<file path="src/rtl/pc_speaker_pcm.sv">
`default_nettype none
// ============================================================================
// pc_speaker_pcm : 1-bit PC speaker stream -> 16-bit PCM at 48 kHz (16x oversampled)
// Optional DC blocker enabled by macro PC_SPEAKER_DC_FILTER_EN.
// Revision: 1.0
// ============================================================================
module pc_speaker_pcm (
    input  logic        clk,
    input  logic        reset,
    input  logic [27:0] clock_rate,
    input  logic        speaker_in,
    input  logic [1:0]  volume,
    output logic [15:0] sample,
    output logic        sample_valid,
    input  logic        sample_ready,
    output logic        overrun
);
    localparam logic [27:0] C_SUB_RATE = 28'd768000;

    logic [27:0]        rate_q;
    logic [27:0]        acc_q;
    logic [27:0]        acc_d;
    logic [28:0]        sum_w;
    logic               ce_sub_w;
    logic [3:0]         idx_q;
    logic [4:0]         ones_q;
    logic [4:0]         ones_total_w;
    logic               close_w;
    logic [15:0]        raw_w;
    logic signed [15:0] scaled_w;
    logic [15:0]        load_val_w;
    logic [15:0]        sample_q;
    logic               valid_q;
    logic               overrun_q;

    assign sum_w = {1'b0, acc_q} + {1'b0, C_SUB_RATE};

    always_comb begin
        acc_d    = acc_q;
        ce_sub_w = 1'b0;
        if (rate_q != 28'd0) begin
            if (sum_w >= {1'b0, rate_q}) begin
                acc_d    = acc_q + C_SUB_RATE - rate_q;
                ce_sub_w = 1'b1;
            end else begin
                acc_d = sum_w[27:0];
            end
        end
    end

    assign ones_total_w = ones_q + {4'd0, speaker_in};
    assign close_w      = ce_sub_w && (idx_q == 4'd15);

    // ones*4096 - 32768 modulo 2^16 is the count with its MSB inverted; 16 ones saturates.
    assign raw_w    = ones_total_w[4] ? 16'h7FFF : {~ones_total_w[3], ones_total_w[2:0], 12'h000};
    assign scaled_w = $signed(raw_w) >>> volume;

`ifdef PC_SPEAKER_DC_FILTER_EN
    logic signed [15:0] x_prev_q;
    logic signed [15:0] y_prev_q;
    logic signed [18:0] x_ext_w;
    logic signed [18:0] xp_ext_w;
    logic signed [18:0] yp_ext_w;
    logic signed [18:0] y_full_w;

    assign x_ext_w  = {{3{scaled_w[15]}}, scaled_w};
    assign xp_ext_w = {{3{x_prev_q[15]}}, x_prev_q};
    assign yp_ext_w = {{3{y_prev_q[15]}}, y_prev_q};
    assign y_full_w = x_ext_w - xp_ext_w + yp_ext_w - (yp_ext_w >>> 8);

    always_comb begin
        if (y_full_w > 19'sd32767) begin
            load_val_w = 16'h7FFF;
        end else if (y_full_w < -19'sd32768) begin
            load_val_w = 16'h8000;
        end else begin
            load_val_w = y_full_w[15:0];
        end
    end

    always_ff @(posedge clk) begin
        if (reset) begin
            x_prev_q <= 16'sd0;
            y_prev_q <= 16'sd0;
        end else if (close_w) begin
            x_prev_q <= scaled_w;
            y_prev_q <= $signed(load_val_w);
        end
    end
`else
    assign load_val_w = scaled_w;
`endif

    always_ff @(posedge clk) begin
        rate_q <= clock_rate;
        if (reset) begin
            acc_q     <= 28'd0;
            idx_q     <= 4'd0;
            ones_q    <= 5'd0;
            sample_q  <= 16'h0000;
            valid_q   <= 1'b0;
            overrun_q <= 1'b0;
        end else begin
            acc_q <= acc_d;
            if (ce_sub_w) begin
                idx_q  <= idx_q + 4'd1;
                ones_q <= close_w ? 5'd0 : ones_total_w;
            end
            // A load on a consuming cycle replaces the sample without flagging overrun.
            if (close_w) begin
                sample_q <= load_val_w;
                valid_q  <= 1'b1;
                if (valid_q && !sample_ready) begin
                    overrun_q <= 1'b1;
                end
            end else if (valid_q && sample_ready) begin
                valid_q <= 1'b0;
            end
        end
    end

    assign sample       = sample_q;
    assign sample_valid = valid_q;
    assign overrun      = overrun_q;

endmodule
`default_nettype wire

</file>
<file path="config.mk">
export PLATFORM = sky130hd
export DESIGN_NAME = pc_speaker_pcm
export DESIGN_NICKNAME = d
export VERILOG_FILES = /design/src/rtl/pc_speaker_pcm.sv
export SDC_FILE = /design/constraint.sdc
export NUM_CORES = 1
export LEC_CHECK = 0
export BUFFER_PORTS_ARGS = -buffer_cell sky130_fd_sc_hd__buf_2
export CELL_PAD_IN_SITES_DETAIL_PLACEMENT = 0
export CELL_PAD_IN_SITES_GLOBAL_PLACEMENT = 1
export CORE_MARGIN = 2
export CORE_UTILIZATION = 40
export DETAILED_ROUTE_END_ITERATION = 16
export PLACE_DENSITY = 0.81
export SETUP_SLACK_MARGIN = 0.05
export SYNTH_ARGS = -nofsm -noshare
export SYNTH_HDL_FRONTEND = slang
export SYNTH_SLANG_ARGS = --single-unit
</file>
<file path="constraint.sdc">
create_clock -name clk -period 5.74 [get_ports clk]
set_input_delay 0.287 -clock clk [delete_from_list [all_inputs] [get_ports clk]]
set_output_delay 0.287 -clock clk [all_outputs]
set_load 0.1 [all_outputs]
</file>
==> metrics <==
status completed; Critical Path Fanout Max 14; Mapped Area roughly 5300 um2; min-delay worst type primary input to register; Initial Utilization 40.7%; # Max-Cap Violations 0; r2r setup slk between 1 and 1.5 ns; FF+latch count, synth between 70 and 80; Core Rows between 40 and 50; DRC viols 0; DP Area about 5700 um2; Num Clock Sinks 75; Critical Path End Type register; max_slew headroom roughly 36%; Core Region between 10000 and 15000 um2; total power approximately 2.0 mW; die height 120 um; GR peak layer met2; Final nets roughly 800; clock root cell clkbuf_16; share of layout cells above drive strength 1 a little under an eighth; Iter 0 DRT Violations between 200 and 250; postcts setup bufs 0; final hold violation count 0; worst slack, placed 1.13 ns; worst vdd ir ~0.15 mV; Critical Path AT 4.82 ns; Core Util, Final roughly 46%; Setup-failing EPs final 0; # diodes 0; hold endpoint rate_q[0]$_DFF_P_; Slew Limit Fails 0; post-synth cell types slightly below 60; final wirelength about 13000 um; Post-DP HPWL a little under 10000 um; Area growth syn-to-layout 12.8%; largest net degree at the start of global routing 50; Non-Filler Instances 870; CTS tree done; Fin Setup TNS 0 ns; cts repair resizes 0; Final Skew ~0.0061 ns; depth of the CTS H-tree 3; total global-route track usage between 10% and 20%; min-delay src clock_rate[0]; vias 4537; routability cong. between 0.8 and 0.9; vias per inst around 5.2; met1 usage between 20% and 30%; CTS buffer count 9; worst-skew pair later-pin latency ~0.34 ns; cts hold-fix bufs 0; first-pass GRT wire length around 21000 um; Final min period around 4.6 ns; antenna-violating nets left 0; fraction of registers with async set or reset after synthesis 0%; io pins between 50 and 60; Period Utilization, post-route 80.8%; EDFF count, synth 0; FF-to-FF End sample[11]$_SDFFE_PP0P_; Cells after Synth ~650; DRT Pass-1 Iters 4; Synth Net Count about 760; Syn Area/Cell a little over 8 um2; Die X roughly 120 um; type of origin of the critical path register; YS warnings 0; Worst Reg-to-Reg Cells 16; clock transition at the registers of the reported paths about 0.060 ns; Hold Path Depth 1; vias in the first global route 4463; Port Buffers between 50 and 60; grt ovf 0; FMAX ~0.22 GHz; crit path kind register to register; post-layout instance area approximately 6000 um2; total die area approximately 14000 um2; P_leak approximately 2.7 nW; PwrDens approximately 340 nW/um2; Worst-Margin Slew between 0.9 and 1 ns; CTS Buffer Depth 2; Synth Flop Type dfxtp_1; antenna violations before repair 0; RSZ-0062 raised after global routing false; Data required, critical path between 5 and 6 ns; met2 usage about 30%; hold_ws about 0.045 ns; final setup margin 1.10 ns; DR WL/cell around 15 um; met3 usage under 10%; FF-to-FF Start acc_q[11]$_SDFFE_PP0N_; sequential-to-total area share from yosys stat roughly 28%; placed insts about 850
sequential cells by signal, indices dropped and copies added, names as in the netlist:
name and count:
acc_q 28, idx_q 4, ones_q 5, overrun 1, rate_q 28, sample 8, sample_valid 1
layer usage:
layer / share of wire [%] / wire, um
met4: 1.9 / 238
met3: 3.3 / 417
met1: 48 / 6140
met5: 0 / 0
met2: 47 / 5960
cell type report:
| cell class | instances | area, um2 |
|---|---|---|
| fill | 1311 | 7110 |
| clock buffer | 10 | 229 |
| timing repair buffer | 55 | 285 |
| sequential | 75 | 1500 |
| clock inverter | 6 | 90.1 |
| multi-input combinational | 477 | 3440 |
| inverter | 71 | 267 |
| tap | 176 | 220 |
report_power, final:
part,switching (mW),internal [mW]
logic,0.446,0.353
clock network,0.227,0.381
registers,0.0543,0.563
total,0.727,1.30
synthesized netlist by cell type (all sizes together) (11+ instances only):
cell	number	area share, %
a21oi	48	4.5
xnor2	26	4.3
nand2	50	3.6
buf	15	1.9
o21ai	36	3.4
nor2	46	3.2
nor4	13	1.5
clkbuf	11	0.77
dfxtp	75	28
ha	74	17
a211oi	17	2.4
xor2	14	2.3
nand3	17	1.6
inv	70	4.9
worst max-delay path: stages, from the launching register on:
cell       delay, ns
dfxtp_1         0.32
or3_4           0.41
a2111o_1        0.51
a21o_1          0.23
and3_4          0.18
and3_4          0.20
xor2_1          0.15
ha_1            0.29
nand4_1         0.12
nor4_1          0.30
nand3_1         0.11
a31oi_1         0.20
a311o_1         0.16
and2_1          0.48
nand2_2         0.24
a2111oi_0       0.47
nor3_1          0.09
worst max-delay path by stage:
stage	endpoint	startpoint	slack, ns	cells past startpoint
2_1_floorplan	sample[12]$_SDFFE_PP0P_	acc_q[11]$_SDFFE_PP0N_	1.81	16
3_3_place_gp	sample[11]$_SDFFE_PP0P_	acc_q[11]$_SDFFE_PP0N_	1.35	16
6_report	sample[11]$_SDFFE_PP0P_	acc_q[11]$_SDFFE_PP0N_	1.10	16
3_5_place_dp	sample[11]$_SDFFE_PP0P_	acc_q[11]$_SDFFE_PP0N_	1.13	16
4_1_cts	sample[11]$_SDFFE_PP0P_	acc_q[11]$_SDFFE_PP0N_	1.13	16
5_1_grt	sample[11]$_SDFFE_PP0P_	acc_q[11]$_SDFFE_PP0N_	0.72	20
cell families after synthesis:
kind of cell | synth area share (%)
AND/OR/NAND/NOR | 17.6
AO/OA/AOI/OAI | 19.3
buffers and inverters | 7.63
adder cells (fa/ha/maj) | 19.6
flip-flops | 28.1
XOR/XNOR | 6.55
multiplexers | 1.17
cells in the final DEF (no fill, tap or decap), types with 3 or more instances in the layout:
cell type,n
dfxtp_1,75
ha_1,74
inv_1,70
buf_2,51
nand2_1,49
a21oi_1,48
nor2_1,46
o21ai_0,36
xnor2_1,26
nand3_1,17
a211oi_1,17
xor2_1,14
nor4_1,13
nand2b_1,10
a21o_1,10
clkbuf_16,9
nor2b_1,8
nor3_1,8
nand4_1,7
or3_1,7
a31oi_1,6
fa_1,6
o31ai_1,5
o21bai_1,5
a22oi_1,5
and3_1,4
a2111oi_0,4
a21boi_0,4
nor3b_1,4
mux2i_1,4
buf_4,4
o211ai_1,3
a221oi_1,3
(Power assumes the default switching activity.)
